$ cat src/rtl/dma_ctrl.sv
// Image DMA sequencer: loads an NxN image into the window buffer, issues window origins, writes results back.
// Latency: N*N read cycles plus one flush cycle before the first origin; each result is written one cycle after res_valid.
// Backpressure: an origin is held stable while win_ready is low; the RAM port itself never stalls.
module dma_ctrl #(
    parameter int ADDR_W = 16,
    parameter int IDX_W  = 5,
    parameter int K      = 5,
    parameter int DATA_W = 16
) (
    input  logic              clk,
    input  logic              rst,
    input  logic              start,
    input  logic              pooling,
    input  logic [5:0]        image_size,
    input  logic [ADDR_W-1:0] base_addr,
    input  logic [ADDR_W-1:0] out_addr,
    output logic [ADDR_W-1:0] ram_address,
    output logic              ram_read,
    output logic              ram_write,
    output logic [DATA_W-1:0] ram_wdata,
    output logic              buf_we,
    output logic [IDX_W-1:0]  buf_row,
    output logic [IDX_W-1:0]  buf_col,
    output logic              win_valid,
    input  logic              win_ready,
    output logic [IDX_W-1:0]  win_row,
    output logic [IDX_W-1:0]  win_col,
    input  logic              res_valid,
    input  logic [DATA_W-1:0] res_data,
    output logic              busy,
    output logic              done,
    output logic              err
);
    localparam int CNT_W = 12;

    typedef enum logic [2:0] {IDLE, LOAD, FLUSH, ISSUE, WAIT, FIN} state_t;

    state_t            state, state_nx;
    logic              pool_q, err_q;
    logic [5:0]        n_q, o_q;
    logic [ADDR_W-1:0] base_q, out_q;
    logic [IDX_W-1:0]  ld_row, ld_col, org_row, org_col;
    logic [CNT_W-1:0]  ld_idx, wr_cnt;
    logic              wr_pend;
    logic [DATA_W-1:0] wr_dat;
    logic              bwe_q;
    logic [IDX_W-1:0]  brow_q, bcol_q;

    logic              size_bad;
    logic [5:0]        o_new, n_m1, o_m1, lim;
    logic [IDX_W-1:0]  step;
    logic [CNT_W-1:0]  total, wr_next;
    logic              ld_last, win_last, wr_act;

    always_comb begin
        size_bad = (image_size > 6'd32) ||
                   (pooling ? (image_size < 6'd2) : (image_size < 6'(K)));
        o_new    = pooling ? {1'b0, image_size[5:1]} : image_size - 6'(K - 1);
        n_m1     = n_q - 6'd1;
        o_m1     = o_q - 6'd1;
        // Last origin coordinate: step*(O-1)
        lim      = pool_q ? (o_m1 << 1) : o_m1;
        step     = pool_q ? IDX_W'(2) : IDX_W'(1);
        total    = CNT_W'(o_q) * CNT_W'(o_q);
        ld_last  = ({1'b0, ld_row} == n_m1) && ({1'b0, ld_col} == n_m1);
        win_last = ({1'b0, org_row} == lim) && ({1'b0, org_col} == lim);
        // A result captured late in WAIT must not leak a write into FIN
        wr_act   = wr_pend && ((state == ISSUE) || (state == WAIT));
        wr_next  = wr_cnt + CNT_W'(wr_act);
    end

    always_comb begin
        state_nx = state;
        case (state)
            IDLE:    if (start) state_nx = size_bad ? FIN : LOAD;
            LOAD:    if (ld_last) state_nx = FLUSH;
            FLUSH:   state_nx = ISSUE;
            ISSUE:   if (win_ready && win_last) state_nx = WAIT;
            WAIT:    if (wr_next == total) state_nx = FIN;
            FIN:     state_nx = IDLE;
            default: state_nx = IDLE;
        endcase
    end

    always_comb begin
        ram_read    = (state == LOAD);
        ram_write   = wr_act;
        ram_address = '0;
        if (ram_read)
            ram_address = base_q + ADDR_W'(ld_idx);
        else if (wr_act)
            ram_address = out_q + ADDR_W'(wr_cnt);
        ram_wdata   = wr_dat;
        buf_we      = bwe_q;
        buf_row     = brow_q;
        buf_col     = bcol_q;
        win_valid   = (state == ISSUE);
        win_row     = win_valid ? org_row : '0;
        win_col     = win_valid ? org_col : '0;
        busy        = (state != IDLE);
        done        = (state == FIN);
        err         = err_q;
    end

    always_ff @(posedge clk) begin
        if (rst) begin
            state   <= IDLE;
            pool_q  <= 1'b0;
            err_q   <= 1'b0;
            n_q     <= '0;
            o_q     <= '0;
            base_q  <= '0;
            out_q   <= '0;
            ld_row  <= '0;
            ld_col  <= '0;
            ld_idx  <= '0;
            org_row <= '0;
            org_col <= '0;
            wr_cnt  <= '0;
            wr_pend <= 1'b0;
            wr_dat  <= '0;
            bwe_q   <= 1'b0;
            brow_q  <= '0;
            bcol_q  <= '0;
        end else begin
            state   <= state_nx;
            // Buffer write trails the read by one cycle, matching RAM latency
            bwe_q   <= (state == LOAD);
            brow_q  <= ld_row;
            bcol_q  <= ld_col;
            wr_pend <= res_valid && ((state == ISSUE) || (state == WAIT));
            if (res_valid && ((state == ISSUE) || (state == WAIT)))
                wr_dat <= res_data;
            if (wr_act)
                wr_cnt <= wr_cnt + CNT_W'(1);
            case (state)
                IDLE: if (start) begin
                    pool_q  <= pooling;
                    n_q     <= image_size;
                    o_q     <= o_new;
                    base_q  <= base_addr;
                    out_q   <= out_addr;
                    err_q   <= size_bad;
                    ld_row  <= '0;
                    ld_col  <= '0;
                    ld_idx  <= '0;
                    org_row <= '0;
                    org_col <= '0;
                    wr_cnt  <= '0;
                end
                LOAD: begin
                    ld_idx <= ld_idx + CNT_W'(1);
                    if ({1'b0, ld_col} == n_m1) begin
                        ld_col <= '0;
                        ld_row <= ld_row + IDX_W'(1);
                    end else begin
                        ld_col <= ld_col + IDX_W'(1);
                    end
                end
                ISSUE: if (win_ready && !win_last) begin
                    if ({1'b0, org_col} == lim) begin
                        org_col <= '0;
                        org_row <= org_row + step;
                    end else begin
                        org_col <= org_col + step;
                    end
                end
                default: ;
            endcase
        end
    end
endmodule

$ cat config.mk
export PLATFORM = sky130hd
export DESIGN_NAME = dma_ctrl
export DESIGN_NICKNAME = d
export VERILOG_FILES = /design/src/rtl/dma_ctrl.sv
export SDC_FILE = /design/constraint.sdc
export NUM_CORES = 1
export LEC_CHECK = 0
export ABC_CLOCK_PERIOD_IN_PS = 3700
export CAP_MARGIN = 30
export CORE_MARGIN = 5
export CORE_UTILIZATION = 55
export DETAILED_ROUTE_END_ITERATION = 8
export DONT_BUFFER_PORTS = 1
export PLACE_DENSITY = 0.82
export RECOVER_POWER = 25
export SYNTH_ARGS = -nofsm -noshare
export SYNTH_HDL_FRONTEND = slang
export SYNTH_SLANG_ARGS = --single-unit
$ cat constraint.sdc
create_clock -name clk -period 3.7 [get_ports clk]
set_input_delay 0.185 -clock clk [delete_from_list [all_inputs] [get_ports clk]]
set_output_delay 0.185 -clock clk [all_outputs]
set_load 0.02 [all_outputs]
* After elaboration in Yosys (flattened, before gate mapping) *
Cells that the tools add are included.

word-level totals
  register bits after elaboration = 121
  input port bits = 60
  output and inout port bits = 59
  word-level logic and storage cells = 100

operators by class
  $add $sub $neg = 12
  $mul = 1
  magnitude comparators = 3
  equal/unequal tests = 17
  muxes and demuxes = 30
  reduce and logical (&&, ||, !) cells = 19

operators with widths
  cell                                                         number
  2-to-1 mux 12 bit                                            4
  2-to-1 mux 5 bit                                             9
  one-hot mux 5 bit (2 select lines)                           4
  adder 16 x 12 -> 16 bit                                      2
  2-to-1 mux 16 bit                                            2
  adder 12 x 1 -> 12 bit (second input constant)               2
  equality test 5 x 6 -> 1 bit                                 4
  one-hot mux 12 bit (2 select lines)                          1
  2-to-1 mux 3 bit                                             5
  one-hot mux 3 bit (5 select lines)                           1
  adder 12 x 1 -> 12 bit                                       1
  equality test 12 bit                                         1
  multiplier 6 x 6 -> 12 bit                                   1
  2-to-1 mux 6 bit                                             2
  != test 2 x 1 -> 1 bit (second input constant)               6
  subtractor 6 x 1 -> 6 bit (second input constant)            2
  adder 5 x 1 -> 5 bit (second input constant)                 2
  adder 5 x 2 -> 5 bit                                         2
  AND reduction 4 bit                                          2
  equality test 3 x 2 -> 1 bit (second input constant)         2
  equality test 3 bit (second input constant)                  2
  greater-than comparator 6 bit (second input constant)        1
  logical AND 1 bit                                            6
  less-than comparator 6 x 2 -> 1 bit (second input constant)  1
  other kinds (13)                                             17

* Depth between registers and ports, before layout *
  word-level depth = 8
  depth in mapped cells = 18
  gate-level depth less buffers = 16

* Worst setup path after synthesis *
Ideal clock, no wire load.

  path type = register to register
  from = register o_q[3]
  to = register state[0]
  setup time = 0.088 ns
  arrival = 3.916 ns
  setup slack = -0.304 ns
  stages on the path, launching flop included = 18
  cells stage by stage = dfxtp_1 -> buf_6 -> clkbuf_1 -> inv_1 -> nor2_1 -> inv_1 -> fa_1 -> nor2b_1 -> fa_1 -> ha_1 -> a31o_2 -> a21o_1 -> a21o_1 -> a31oi_1 -> xnor2_1 -> nand3_1 -> o311a_1 -> nor4_2

between the ends
  cells in the longest elaborated chain, start to end = 7
  elaborated cells on any way between the ends = 11

RTL lines
  item                                                                                line  RTL
  start, declared                                                                     40    logic [5:0] n_q, o_q;
  start signal, assigned                                                              140   o_q <= o_new;
  parallel branches: the longest is 6 deep, another holds multiplier 6 x 6 -> 12 bit  --
  AND reduction 4 bit (no source line) (*)                                            --
  end signal, assigned                                                                126   state <= state_nx;
  end, declared                                                                       38    state_t state, state_nx;

Mark *: on every way between the ends.
A chain may end at the register's enable or synchronous reset.

* Worst setup path after layout *
Ends and elaborated chain as after synthesis.

==> reports/metrics.csv <==
metric;value;unit
path_clk_slew;0.06;ns
cts_tree;done;
syn_to_final_growth;20.3;%
dp.cells;1179;
p_per_area;471;nW/µm²
synthesis.yosys.warnings;0;
drc;0;
fin_ws;-0.146;ns
clock_path_buffers;2;
synth_nets;1157;
dp_hpwl;14900;µm
worstSetupStartpointType;register;
fin_crit;3.85;ns
violations;negative setup slack;
synth_area_leaders;dfxtp_1 30%, ha_1 8.7%, nand2_1 8.6%, a21oi_1 6.1%, xnor2_1 4.8%;
port_buffers;0;
cts-buffers-inserted;17;
fillers;1115;
grt_usage;0.250;
post-route-period-util;1.04;
rows;44;
preCtsSetupSlack;-0.119;ns
first_iter_violations;613;
routedWlPerCell;17.6;µm
syn_area_per_cell;7.84;µm²
cap_viol_max_count;0;
hold_path_depth;2;
cp_max_fo;4;
final_common_cell;nand2_1;
seqCellArea;2440;µm²
synthArstFlopShare;0;
drt_pass1_iterations;7;
synth-edff-count;0;
antenna_found_initial;0;
vias_per_cell;6.06;
clock-sinks;121;
die_height;131;µm
finalSetupViolCount;1;
slew_violations;0;
whs;0.0439;ns
grt_pass1_vias;7667;
p_leak;4.00;nW
final_util;0.671;
max_freq;260;MHz
syn-instance-count;1030;
io_pins;119;
initial_core_util;0.558;
hold_violations;0;
grt_remaining_overflow;0;
die_x;131;µm
multi_input_area;5410;µm²
arrival;4.19;ns
num_vias;7829;
power;0.00458;W
ys.flop_type;dfxtp_1;
r2r_cells;16;
synth_top_area_frac;0.300;
routed_wirelength;22700;µm
synth_area;8080;µm²
grt_max_degree;54;
dieArea;17200;µm²
nNetsFinal;1222;
rsz0062_at_grt;true;
cts_htree_levels;4;
clock_latency;0.43;ns
worst_pin_slew;1.01;ns
yosysSeqAreaShare;0.300;
yosysTopAreaCell;dfxtp_1;
antenna_left;0;
drive_gt1_frac;0.100;
slew_headroom;0.324;
cts-root-buf;clkbuf_16;
gp_congestion;0.897;
finClkSkew;0.00711;ns
grt_pass1_wl;36500;µm
insertedDiodeCount;0;
crit_path_end_kind;register;
ir_drop;0.000386;V
hp-class;in2reg;
crit_required;4.04;ns
outcome;finished with violations;
yosysUniqueCellTypes;78;
core-area;14500;µm²
final_cell_mix;182 x nand2_1, 115 x dfxtp_1, 96 x a21oi_1, 72 x dlygate4sd3_1, 65 x nor2_1;
critPathKind;reg2reg;
ys_ff_latch;121;
fin_cells;1292;
-- final cells by class --
cell class,instances,area share
repair buffers,99,0.0967
flip-flops and latches,121,0.251
well taps,184,0.0237
clock inverters,14,0.0118
clock buffers,18,0.0442
multi-input cells,816,0.557
inverters,40,0.0157
-- metrics by stage --
step                      TNS [ns]  area (µm²)
after global routing        -0.191        9720
after global placement    -0.00487        8250
final                       -0.146        9720
after floorplan                  0        8140
after detailed placement    -0.119        8250
after CTS                  -0.0114        9630
-- worst max-delay path: stages, from the launching register on --
cell,delay [ns]
dfxtp_4,0.38
nand2_4,0.06
fa_1,0.55
inv_2,0.05
ha_4,0.28
a21oi_4,0.06
fa_1,0.55
inv_2,0.05
ha_4,0.27
nand3_2,0.07
o211ai_1,0.31
nor2_1,0.10
xnor2_1,0.15
nor4_1,0.29
nand3_1,0.13
o311a_1,0.35
nor4_2,0.12
-- power by group --
group          leakage (nW)  switching, W  internal, W  total, W
logic                  2.76      0.000866     0.000574   0.00144
clock network         0.252      0.000682     0.000869   0.00155
registers             0.986      0.000162      0.00143   0.00159
-- cells by family after synthesis --
logic type | after synthesis | synth area share
fa+ha+maj | 68 | 0.115
mux | 11 | 0.0139
flops | 121 | 0.300
simple gates | 408 | 0.241
compound gates | 246 | 0.193
buf+inv | 93 | 0.0468
xor+xnor | 83 | 0.0900
-- synth_stat cells, types with 6 or more instances --
| master | instances |
|---|---|
| xnor2_1 | 44 |
| nor2_1 | 66 |
| clkbuf_1 | 44 |
| nand4_1 | 13 |
| or3_1 | 8 |
| nand3_1 | 34 |
| ha_1 | 56 |
| inv_1 | 37 |
| nor2b_1 | 18 |
| o22ai_1 | 14 |
| dfxtp_1 | 121 |
| nand2_1 | 185 |
| mux2i_1 | 9 |
| and2_1 | 20 |
| xor2_1 | 39 |
| a211oi_1 | 8 |
| nor3_1 | 21 |
| fa_1 | 11 |
| nand2b_1 | 6 |
| a21oi_1 | 98 |
| a21o_1 | 12 |
| a31oi_1 | 7 |
| or2_2 | 6 |
| o21ai_0 | 36 |
| o21ai_1 | 6 |
-- flip-flops by register name, summed over array words and instances, names as in the netlist --
signal and flops:
base_q 16, out_q 16, ram_wdata 16, ld_idx 12, wr_cnt 12, n_q 6
o_q 6, buf_col 5, buf_row 5, ld_col 5, ld_row 5, org_col 5
org_row 5, state 3, buf_we 1, err 1, pool_q 1, wr_pend 1
-- worst paths after layout --
kind	startpoint	end	slack (ns)
worst max-delay path	o_q[3]$_SDFFE_PP0P_	state[0]$_SDFFE_PP0P_	-0.15
worst min register to register	out_q[10]$_SDFFE_PP0P_	out_q[10]$_SDFFE_PP0P_	0.46
worst max register to register	o_q[3]$_SDFFE_PP0P_	state[0]$_SDFFE_PP0P_	-0.15
worst min-delay path	win_ready	org_row[4]$_SDFFE_PP0P_	0.04
-- metal layers --
layer	routed length (µm)	vias up	GRT usage
met5	0	-	0
met4	637	0	0.0941
met3	1740	59	0.0738
met2	11200	311	0.432
met1	9160	3717	0.292
li1	-	3742	-
-- what timing repair did --
| action | 4_1_cts | 5_1_grt |
|---|---|---|
| hold endpoints to repair | 92 | 0 |
| gates resized for setup | 16 | 16 |
| pin swaps | 13 | 21 |
| setup buffers | 5 | 3 |
| hold buffers | 73 | 0 |
| endpoints found under the setup margin | 1 | 2 |
Note: power is estimated with default switching activity, not from simulation.
